==> config.mk <==
export PLATFORM = sky130hd
export DESIGN_NAME = biu_flat
export DESIGN_NICKNAME = d
export VERILOG_FILES = /design/src/rtl/biu_if.sv /design/src/rtl/biu.sv /design/src/flat_wrapper.sv
export SDC_FILE = /design/constraint.sdc
export NUM_CORES = 1
export LEC_CHECK = 0
export CORE_AREA = 2 2 83 85
export DETAILED_ROUTE_END_ITERATION = 12
export DIE_AREA = 0 0 85 87
export DONT_BUFFER_PORTS = 1
export GPL_ROUTABILITY_DRIVEN = 0
export PLACE_DENSITY = 0.82
export SETUP_SLACK_MARGIN = 0.15
export SLEW_MARGIN = 20
export SYNTH_ARGS = -nofsm -noshare
export SYNTH_HDL_FRONTEND = slang
export SYNTH_SLANG_ARGS = --single-unit
==> constraint.sdc <==
create_clock -name clk -period 2.06 [get_ports clk]
set_clock_uncertainty 0.2 [all_clocks]
set_input_delay 0.412 -clock clk [delete_from_list [all_inputs] [get_ports clk]]
set_output_delay 0.412 -clock clk [all_outputs]
set_load 0.03 [all_outputs]
==> src/rtl/biu_if.sv <==
// Request/acknowledge bus between the two CPU masters, the BIU and the external 16-bit memory port.
// Latency: none (wires only).
// Backpressure: the requester holds its req/adr/we/dtw stable until ack; the memory stalls with m_rdy.
//
// Signals:
//   i_*  instruction fetch port (prefetch unit): req, adr, abort in; ack, dtr out
//   d_*  load/store port (execute stage): req, we, adr, dtw in; ack, dtr out
//   m_*  external memory: cs, we, adr, dout out; din, rdy in
// Modports: slave = the BIU's view; master = the environment (both requesters and the memory).
interface biu_if;
  logic        i_req;
  logic [19:0] i_adr;
  logic        i_abort;
  logic        i_ack;
  logic [15:0] i_dtr;

  logic        d_req;
  logic        d_we;
  logic [19:0] d_adr;
  logic [15:0] d_dtw;
  logic        d_ack;
  logic [15:0] d_dtr;

  logic        m_cs;
  logic        m_we;
  logic [19:0] m_adr;
  logic [15:0] m_dout;
  logic [15:0] m_din;
  logic        m_rdy;

  modport slave (
    input  i_req, i_adr, i_abort, d_req, d_we, d_adr, d_dtw, m_din, m_rdy,
    output i_ack, i_dtr, d_ack, d_dtr, m_cs, m_we, m_adr, m_dout
  );

  modport master (
    output i_req, i_adr, i_abort, d_req, d_we, d_adr, d_dtw, m_din, m_rdy,
    input  i_ack, i_dtr, d_ack, d_dtr, m_cs, m_we, m_adr, m_dout
  );
endinterface

==> src/rtl/biu.sv <==
// Bus interface unit: arbitrates instruction fetch vs load/store onto one 16-bit memory port.
// Latency: 3 cycles minimum per word (IDLE grant, ACC for max(WAIT+1, m_rdy), one-cycle ACK).
// Backpressure: one access at a time; requesters wait for ack, memory stalls ACC via m_rdy.
//
// Ports: clk, rst_n (async active-low), bus (biu_if.slave: i_* fetch port, d_* data port, m_* memory).
// Parameter WAIT (0..15): minimum ACC cycles before m_rdy is honoured.
// Optional macro BIU_FAIR_EN: after two consecutive data grants made while i_req was high, the
// next grant goes to instruction. Without it data has strict priority.
module biu #(
  parameter int unsigned WAIT = 1
) (
  input logic  clk,
  input logic  rst_n,
  biu_if.slave bus
);

  localparam logic [3:0] WAIT_C = 4'(WAIT);

  typedef enum logic [1:0] {IDLE, ACC, ACK} state_t;

  state_t      r_state;
  logic [3:0]  r_cnt;
  logic        r_win_d;   // latched winner: 1 = data port, 0 = instruction port
  logic        r_we;
  logic        r_abort;   // instruction access flushed while in flight
  logic [19:0] r_adr;
  logic [15:0] r_dout;
  logic        r_m_cs;
  logic        r_i_ack;
  logic        r_d_ack;
  logic [15:0] r_i_dtr;
  logic [15:0] r_d_dtr;
`ifdef BIU_FAIR_EN
  logic [1:0]  r_fair;    // consecutive data grants taken while i_req was waiting
`endif

  logic w_grant_i;
  logic w_grant_d;
  logic w_done;
  logic w_abort_now;

  always_comb begin
`ifdef BIU_FAIR_EN
    w_grant_i = bus.i_req && (!bus.d_req || (r_fair == 2'd2));
`else
    w_grant_i = bus.i_req && !bus.d_req;
`endif
    w_grant_d   = bus.d_req && !w_grant_i;
    w_done      = (r_cnt >= WAIT_C) && bus.m_rdy;
    // An abort on the exit edge itself must also suppress the ack.
    w_abort_now = !r_win_d && (r_abort || bus.i_abort);
  end

  always_ff @(posedge clk or negedge rst_n) begin
    if (!rst_n) begin
      r_state <= IDLE;
      r_cnt   <= '0;
      r_win_d <= 1'b0;
      r_we    <= 1'b0;
      r_abort <= 1'b0;
      r_adr   <= '0;
      r_dout  <= '0;
      r_m_cs  <= 1'b0;
      r_i_ack <= 1'b0;
      r_d_ack <= 1'b0;
      r_i_dtr <= '0;
      r_d_dtr <= '0;
`ifdef BIU_FAIR_EN
      r_fair  <= '0;
`endif
    end else begin
      case (r_state)
        IDLE: begin
          r_abort <= 1'b0;
          if (w_grant_i || w_grant_d) begin
            r_state <= ACC;
            r_cnt   <= '0;
            r_win_d <= w_grant_d;
            r_adr   <= w_grant_d ? bus.d_adr : bus.i_adr;
            r_we    <= w_grant_d && bus.d_we;
            r_dout  <= w_grant_d ? bus.d_dtw : 16'h0000;
            r_m_cs  <= 1'b1;
`ifdef BIU_FAIR_EN
            if (w_grant_i || !bus.i_req)
              r_fair <= '0;
            else if (r_fair != 2'd2)
              r_fair <= r_fair + 2'd1;
`endif
          end
        end

        ACC: begin
          if (!r_win_d && bus.i_abort)
            r_abort <= 1'b1;
          if (w_done) begin
            r_state <= ACK;
            r_m_cs  <= 1'b0;
            if (r_win_d) begin
              r_d_ack <= 1'b1;
              if (!r_we)
                r_d_dtr <= bus.m_din;
            end else if (!w_abort_now) begin
              r_i_ack <= 1'b1;
              r_i_dtr <= bus.m_din;
            end
          end else if (r_cnt != 4'hF) begin
            r_cnt <= r_cnt + 4'd1;
          end
        end

        ACK: begin
          // The ack was already presented for this whole cycle; nothing left to suppress.
          r_i_ack <= 1'b0;
          r_d_ack <= 1'b0;
          r_state <= IDLE;
        end

        default: r_state <= IDLE;
      endcase
    end
  end

  assign bus.m_cs   = r_m_cs;
  assign bus.m_we   = r_m_cs && r_we;
  assign bus.m_adr  = r_adr;
  assign bus.m_dout = r_dout;
  assign bus.i_ack  = r_i_ack;
  assign bus.i_dtr  = r_i_dtr;
  assign bus.d_ack  = r_d_ack;
  assign bus.d_dtr  = r_d_dtr;

endmodule
==> src/flat_wrapper.sv <==
// flat-port wrapper written by rule: the top's interface ports become plain ports
module biu_flat 
#(
  parameter int unsigned WAIT = 1
)
  (clk, rst_n, bus_i_req, bus_i_adr, bus_i_abort, bus_d_req, bus_d_we, bus_d_adr, bus_d_dtw, bus_m_din, bus_m_rdy, bus_i_ack, bus_i_dtr, bus_d_ack, bus_d_dtr, bus_m_cs, bus_m_we, bus_m_adr, bus_m_dout);
  biu_if bus_i ();
  input logic clk;
  input logic rst_n;
  input wire logic [$bits(bus_i.i_req)-1:0] bus_i_req;
  input wire logic [$bits(bus_i.i_adr)-1:0] bus_i_adr;
  input wire logic [$bits(bus_i.i_abort)-1:0] bus_i_abort;
  input wire logic [$bits(bus_i.d_req)-1:0] bus_d_req;
  input wire logic [$bits(bus_i.d_we)-1:0] bus_d_we;
  input wire logic [$bits(bus_i.d_adr)-1:0] bus_d_adr;
  input wire logic [$bits(bus_i.d_dtw)-1:0] bus_d_dtw;
  input wire logic [$bits(bus_i.m_din)-1:0] bus_m_din;
  input wire logic [$bits(bus_i.m_rdy)-1:0] bus_m_rdy;
  output wire logic [$bits(bus_i.i_ack)-1:0] bus_i_ack;
  output wire logic [$bits(bus_i.i_dtr)-1:0] bus_i_dtr;
  output wire logic [$bits(bus_i.d_ack)-1:0] bus_d_ack;
  output wire logic [$bits(bus_i.d_dtr)-1:0] bus_d_dtr;
  output wire logic [$bits(bus_i.m_cs)-1:0] bus_m_cs;
  output wire logic [$bits(bus_i.m_we)-1:0] bus_m_we;
  output wire logic [$bits(bus_i.m_adr)-1:0] bus_m_adr;
  output wire logic [$bits(bus_i.m_dout)-1:0] bus_m_dout;
  assign bus_i.i_req = bus_i_req;
  assign bus_i.i_adr = bus_i_adr;
  assign bus_i.i_abort = bus_i_abort;
  assign bus_i.d_req = bus_d_req;
  assign bus_i.d_we = bus_d_we;
  assign bus_i.d_adr = bus_d_adr;
  assign bus_i.d_dtw = bus_d_dtw;
  assign bus_i.m_din = bus_m_din;
  assign bus_i.m_rdy = bus_m_rdy;
  assign bus_i_ack = bus_i.i_ack;
  assign bus_i_dtr = bus_i.i_dtr;
  assign bus_d_ack = bus_i.d_ack;
  assign bus_d_dtr = bus_i.d_dtr;
  assign bus_m_cs = bus_i.m_cs;
  assign bus_m_we = bus_i.m_we;
  assign bus_m_adr = bus_i.m_adr;
  assign bus_m_dout = bus_i.m_dout;
  biu #(.WAIT(WAIT)) u_core (.clk(clk), .rst_n(rst_n), .bus(bus_i));
endmodule
==> run_results.csv, run 1 <==
group,metric,value,unit
drt,viasPerCell,5.70,
drt,drt_iter0_markers,129,
synth,synth_top_cell_by_area,"dfrtp_1",
placed_design,dp_slack,-0.358,ns
cells_and_area,final_common_cell,"dfrtp_1",
synth,async_flop_share,1.00,
critical_path,critPathKind,"reg2reg",
sta,finalHoldViolations,80,
critical_path,cp.depth,7,
drt,wl,7640,µm
critical_path,worst-path-buf-inv,2,
placed_design,place_hpwl,4820,µm
sta,min_period_over_period,1.04,
clock_network,clock_latency,0.34,ns
grt,grt_antenna_before_repair,0,
critical_path,max_stage_delay,0.50,ns
critical_path,crit_required,2.09,ns
grt,grt_max_degree,81,
critical_path,cp-start-kind,"flop",
sta,slew_violations,0,
critical_path,critical-path-top-delay-family,"simple AND/OR/NAND/NOR gates",
critical_path,r2r_end,"u_core.bus.i_dtr[4]",
critical_path,crit_arrival,2.17,ns
drt,vias,2347,
cells_and_area,drive_above_1_share,0.259,
sta,setup_ws,-0.0797,ns
hold_path,hold_path_class,"in2async",
floorplanning,rows,30,
sta,fmax,467,MHz
critical_path,cp-end-kind,"flop",
critical_path,critical_path.endpoint,"u_core.bus.i_dtr[4]",
synth,netlist_area,3500,µm²
grt,first_global_vias,2426,
drt,drc,0,
synth,synth_area_leaders,"dfrtp_1, mux2_4, nand2_1",
synth,synth_warnings,0,
synth,synth_edf_count,0,
power_and_ir_drop,cell_internal_pwr,3.91,mW
power_and_ir_drop,p_switching,3.31,mW
critical_path,r2r_start,"u_core.r_cnt[0]",
drt,post_drt_wl_per_cell,18.5,µm
run,drv_cap,0,
sta,worst_slew_pin_slew,0.549,ns
floorplanning,fp.dieArea,7400,µm²
critical_path,r2r_cells,7,
drt,drtAntennaViolNets,0,
power_and_ir_drop,power_frac_comb,0.287,
cells_and_area,antenna_cells,0,
synth,syn_nets,382,
critical_path,crit_fanout,8,
status,status,"finished with violations",
synth,yosys.area.top_type_share,0.572,
power_and_ir_drop,powerDensity,1730,nW/µm²
power_and_ir_drop,p_clk_frac,0.158,
clock_network,cts_max_path_buffers,2,
floorplanning,core_area,6570,µm²
synth,ys_ff_latch,80,
floorplanning,initial_utilization,0.533,
cells_and_area,final_cell_mix,"dfrtp_1, nand2_1, o21ai_0",
synth,synth_cell_types,34,
placed_design,numPortBuffers,0,
status,violations,"negative hold slack, negative setup slack",
floorplanning,io-pin-count,151,
sta,period_minus_slack,2.14,ns
clock_network,htreeDepth,3,
floorplanning,die_x,85,µm
clock_network,clk_pin_slew,0.08,ns
critical_path,critPathLaunch,"u_core.r_cnt[0]",
grt,grt_pass1_wl,12000,µm
grt,grt.total_usage,0.208,
sta,finalSetupViolCount,40,
synth,ys.flop_type,"dfrtp_1",
grt,grt-ovfl-total,0,
cells_and_area,area_delta_synth_final,19.3,%
sta,rsz0062_at_grt,"true",
placed_design,dp.cells,373,
sta,timing.slew.headroom,0.633,
cells_and_area,finalNonFillerCells,412,
power_and_ir_drop,leakagePower,1.99,nW
floorplanning,die_y,87,µm
critical_path,rrSetupSlack,-0.08,ns
clock_network,cts-root-buf,"clkbuf_8",
clock_network,cts_sinks,80,
synth,syn-instance-count,297,
synth,ys_seq_area_frac,0.572,
drt,first_pass_iters,4,
critical_path,cp_slowest_cell,"or4b_4",
clock_network,cts_tree,"built",
cells_and_area,nNetsFinal,412,
power_and_ir_drop,seqPwrFrac,0.556,
power_and_ir_drop,ir_worst_vdd,1.09,mV
sta,timing.hold.ws,-0.440,ns
critical_path,path_cells,"buf_6 > ha_4 > or4b_4 > nand3_4 > buf_8 > nor2_4 > mux2_4",
clock_network,cts_buffers,9,
power_and_ir_drop,swShare,0.458,
synth,syn_avg_cell_area,11.8,µm²
[per-layer routing]
layer | share of wire | vias to the layer above | wire [µm] | track usage
met5 | 0 | - | 0 | 0
met4 | 0.012 | 0 | 89 | 0.0808
met3 | 0.098 | 9 | 745 | 0.0730
met2 | 0.51 | 136 | 3930 | 0.352
met1 | 0.38 | 1124 | 2870 | 0.245
li1 | - | 1078 | - | -
[layout make-up]
class	instances	area [µm²]
multi-input combinational	195	1480
timing repair buffer	34	367
fill	502	2390
clock buffer	11	141
clock inverter	5	56.3
sequential	80	2000
tap	80	100
inverter	7	28.8
[metrics by stage]
stage | util | TNS [ns] | hold slack [ns] | total power [mW] | instance area (µm²)
2_1_floorplan | - | -0.00797 | -0.0836 | 5.25 | 3510
3_3_place_gp | 0.555 | -5.79 | -0.0821 | 5.68 | 3640
3_5_place_dp | 0.555 | -8.23 | -0.0819 | 5.79 | 3640
4_1_cts | 0.622 | -2.15 | -0.456 | 7.14 | 4090
5_1_grt | 0.636 | -4.14 | -0.463 | 7.63 | 4180
6_report | 0.636 | -1.92 | -0.440 | 7.22 | 4180
[what timing repair did]
action | CTS | global route
hold endpoints to repair | 95 | 84
hold buffers | 10 | 4
gates resized for setup | 10 | 11
endpoints found under the setup margin | 41 | 75
gates cloned | 3 | 0
pin swaps | 5 | 2
buffers inserted | 6 | 0
[worst register-to-register path, cell delays in order, from the launching register on]
cell	delay, ns
dfrtp_1	0.40
buf_6	0.13
ha_4	0.15
or4b_4	0.50
nand3_4	0.12
buf_8	0.14
nor2_4	0.08
mux2_4	0.32
[cell families (layout without fill, tap and decap cells)]
logic type | Yosys count | in the layout | synth area share
AOI/OAI and AO/OA | 44 | 44 | 0.0715
adders and majority gates | 6 | 6 | 0.0214
buffers and inverters | 24 | 57 | 0.0311
DFF | 80 | 80 | 0.572
muxes | 53 | 53 | 0.183
and+or+nand+nor | 90 | 92 | 0.121
[sequential cells by signal, indices dropped and copies added (netlist names)]
signal	cells
u_core.bus.d_ack	1
u_core.bus.d_dtr	16
u_core.bus.i_ack	1
u_core.bus.i_dtr	16
u_core.bus.m_adr	20
u_core.bus.m_cs	1
u_core.bus.m_dout	16
u_core.r_abort	1
u_core.r_cnt	4
u_core.r_state	2
u_core.r_we	1
u_core.r_win_d	1
[Yosys cell counts (2+ instances only)]
| cell | n |
|---|---|
| and2_1 | 2 |
| mux2_2 | 13 |
| mux2i_1 | 21 |
| clkbuf_1 | 12 |
| o21ai_0 | 31 |
| nand3_1 | 18 |
| nand2_1 | 58 |
| buf_2 | 3 |
| inv_1 | 7 |
| dfrtp_1 | 80 |
| a21oi_1 | 3 |
| buf_6 | 2 |
| ha_1 | 6 |
| nor2_1 | 3 |
| mux2_4 | 19 |
[worst min-delay path by stage]
| stage | start | to | slack (ns) | depth (start not counted) |
|---|---|---|---|---|
| 4_1_cts | rst_n | u_core.bus.i_dtr[9] | -0.46 | 0 |
| 2_1_floorplan | rst_n | u_core.bus.d_ack | -0.08 | 0 |
| 3_3_place_gp | rst_n | u_core.bus.d_dtr[10] | -0.08 | 0 |
| 3_5_place_dp | rst_n | u_core.bus.i_dtr[9] | -0.08 | 0 |
| 6_report | rst_n | u_core.bus.d_dtr[9] | -0.44 | 0 |
| 5_1_grt | rst_n | u_core.bus.m_dout[2] | -0.46 | 0 |
[power by group through the flow]
stage | registers [mW] | logic (mW) | clock network, mW
after CTS | 4.01 | 1.97 | 1.16
after global placement | 4.01 | 1.67 | 0
after detailed placement | 4.03 | 1.77 | 0
final | 4.01 | 2.07 | 1.14
after global routing | 4.10 | 2.29 | 1.23
after floorplan | 3.90 | 1.35 | 0
Power figures use the tool's default switching activity.
==> inputs of run 2 (changes only) <==
- CORE_AREA: 2 2 83 85 -> 2 2 100 102
- DIE_AREA: 0 0 85 87 -> 0 0 102 104
- DONT_BUFFER_PORTS: 1 -> not set
- GPL_ROUTABILITY_DRIVEN: 0 -> not set
- PLACE_DENSITY: 0.82 -> 0.84
==> run 2 against run 1 <==
Compared with the run above:
- the run ends with negative setup slack left
- count of clock-buffer cells in the layout is 2 lower
- sequential cell count unchanged
- global-route usage decreased by 3.4 points
- maximum frequency rose by 2.2%
- wire length is 23% higher
- sequential share of layout area shrank 12 points
- final cell count grew 46%
- critical endpoint is now u_core.bus.i_dtr[13]
- largest cell class unchanged
==> run_results.csv, run 2 (same netlist as run 1, synthesis figures left out) <==
group,metric,value,unit
sta,min_period_over_period,1.02,
clock_network,cts_tree,"built",
power_and_ir_drop,ir_worst_vdd,0.730,mV
hold_path,min_to,"u_core.bus.m_dout[4]",
sta,fmax,478,MHz
grt,grt_antenna_before_repair,0,
grt,met3_usage,0.0625,
sta,slew_violations,0,
critical_path,path_cells,"inv_2 > ha_4 > or4b_4 > nand3_4 > nor2_4 > buf_8 > mux2_4",
critical_path,r2r_cells,7,
power_and_ir_drop,leakagePower,2.71,nW
hold_path,hold_depth,2,
clock_network,cts_buffers,9,
grt,first_global_vias,2896,
cells_and_area,finalNonFillerCells,603,
clock_network,clock_latency,0.34,ns
floorplanning,core_area,9550,µm²
status,status,"finished with violations",
cells_and_area,largest_reg_flops,20,
power_and_ir_drop,powerDensity,1450,nW/µm²
grt,grtUsageMet1,0.220,
sta,rsz0062_at_grt,"true",
run,drv_cap,0,
critical_path,crit_arrival,2.13,ns
critical_path,cp-end-kind,"flop",
floorplanning,rows,36,
grt,grt-busiest-layer,"met2",
drt,vias,2869,
placed_design,dp.cells,581,
critical_path,crit_fanout,8,
placed_design,placed_area,5280,µm²
sta,finalSetupViolCount,28,
grt,grt-ovfl-total,0,
clock_network,cts-root-buf,"clkbuf_8",
floorplanning,io-pin-count,151,
clock_network,clk_pin_slew,0.08,ns
critical_path,r2r_start,"u_core.r_cnt[0]",
power_and_ir_drop,power.total,8.00,mW
drt,drc,0,
cells_and_area,final_core_util,0.577,
cells_and_area,area_delta_synth_final,57.4,%
sta,timing.slew.headroom,0.754,
floorplanning,fp.dieArea,10600,µm²
critical_path,rrSetupSlack,-0.03,ns
drt,wl,9370,µm
sta,finalHoldViolations,0,
placed_design,dp_slack,-0.134,ns
sta,worst_slew_pin_slew,0.370,ns
sta,setup_ws,-0.0337,ns
cells_and_area,antenna_cells,0,
sta,period_minus_slack,2.09,ns
sta,tns,-0.446,ns
cells_and_area,final_area,5510,µm²
sta,timing.hold.ws,0.266,ns
grt,grt_use_met2,0.281,
critical_path,cp_slowest_cell,"or4b_4",
grt,grt.total_usage,0.175,
hold_path,hold_path_class,"reg2reg",
critical_path,critPathKind,"reg2reg",
drt,drt_iter0_markers,98,
placed_design,gp_congestion,0.793,
critical_path,crit_required,2.09,ns
clock_network,htreeDepth,3,
critical_path,cp-start-kind,"flop",
grt,grt_pass1_wl,14500,µm
floorplanning,die_y,104,µm
clock_network,cts_sinks,80,
cells_and_area,nNetsFinal,550,
critical_path,r2r_end,"u_core.bus.i_dtr[13]",
drt,viasPerCell,4.76,
hold_path,min-delay-start,"u_core.bus.m_dout[4]",
floorplanning,initial_utilization,0.367,
placed_design,place_hpwl,6850,µm
cells_and_area,final_common_cell,"dfrtp_1",
grt,grt_max_degree,41,
placed_design,numPortBuffers,150,
drt,first_pass_iters,4,
floorplanning,die_x,102,µm
cells_and_area,drive_above_1_share,0.185,
status,violations,"negative setup slack",
drt,post_drt_wl_per_cell,15.5,µm
cells_and_area,final_cell_mix,"dfrtp_1, clkdlybuf4s50_1, dlygate4sd2_1",
drt,drtAntennaViolNets,0,
clock_network,cts_max_path_buffers,2,
critical_path,max_stage_delay,0.48,ns
run 2: changes by cell type in the layout (fill, tap and decap cells not counted), sizes merged:
cell and change:
buf +3, bufinv -1, clkdlybuf4s15 +1, clkdlybuf4s50 +76, dlygate4sd2 +71, dlygate4sd3 -13, inv +3, nor2 -2
run 2: repair_timing:
action,CTS,global route
setup endpoints to repair,113,41
pin swaps,2,1
gates cloned,0,2
gates resized for setup,83,7
endpoints found under the hold margin,22,0
hold buffers,1,0
setup buffers,1,2
run 2: layer usage:
metal,share of wire,vias to the layer above
met5,0,-
met4,0.0092,0
met3,0.093,8
met2,0.48,148
met1,0.42,1357
li1,-,1356
run 2: report_power, final:
part / total [mW] / switching [mW] / internal [mW]
Sequential: 2.66 / 0.397 / 2.27
Combinational: 4.27 / 2.55 / 1.72
Clock: 1.07 / 0.619 / 0.452
run 2: layout make-up:
type | count | area [µm²]
Fill cell | 823 | 4040
Sequential cell | 80 | 2000
Timing Repair Buffer | 174 | 1690
Multi-Input combinational cell | 193 | 1450
Tap cell | 133 | 166
Clock buffer | 9 | 124
Clock inverter | 7 | 55.1
Inverter | 7 | 26.3
run 2: worst max path at each step:
stage               slack, ns              endpoint       startpoint  depth (start not counted)
detailed placement      -0.13   u_core.bus.i_dtr[7]      bus_i_abort                          5
CTS                     -0.02   u_core.bus.d_dtr[5]  u_core.r_cnt[0]                          6
global placement         -0.1  u_core.bus.i_dtr[14]      bus_i_abort                          5
floorplan             -0.0008  u_core.bus.d_dtr[10]  u_core.r_cnt[0]                          6
global route            -0.06   u_core.bus.d_dtr[1]  u_core.r_cnt[0]                          7
finish                  -0.03  u_core.bus.i_dtr[13]  u_core.r_cnt[0]                          7
run 2: critical path: cells and delay by family (launching register included):
kind / cells / cell delay (ns)
simple gates: 3 / 0.68
flops: 1 / 0.42
mux: 1 / 0.30
buf+inv: 2 / 0.25
fa+ha+maj: 1 / 0.13
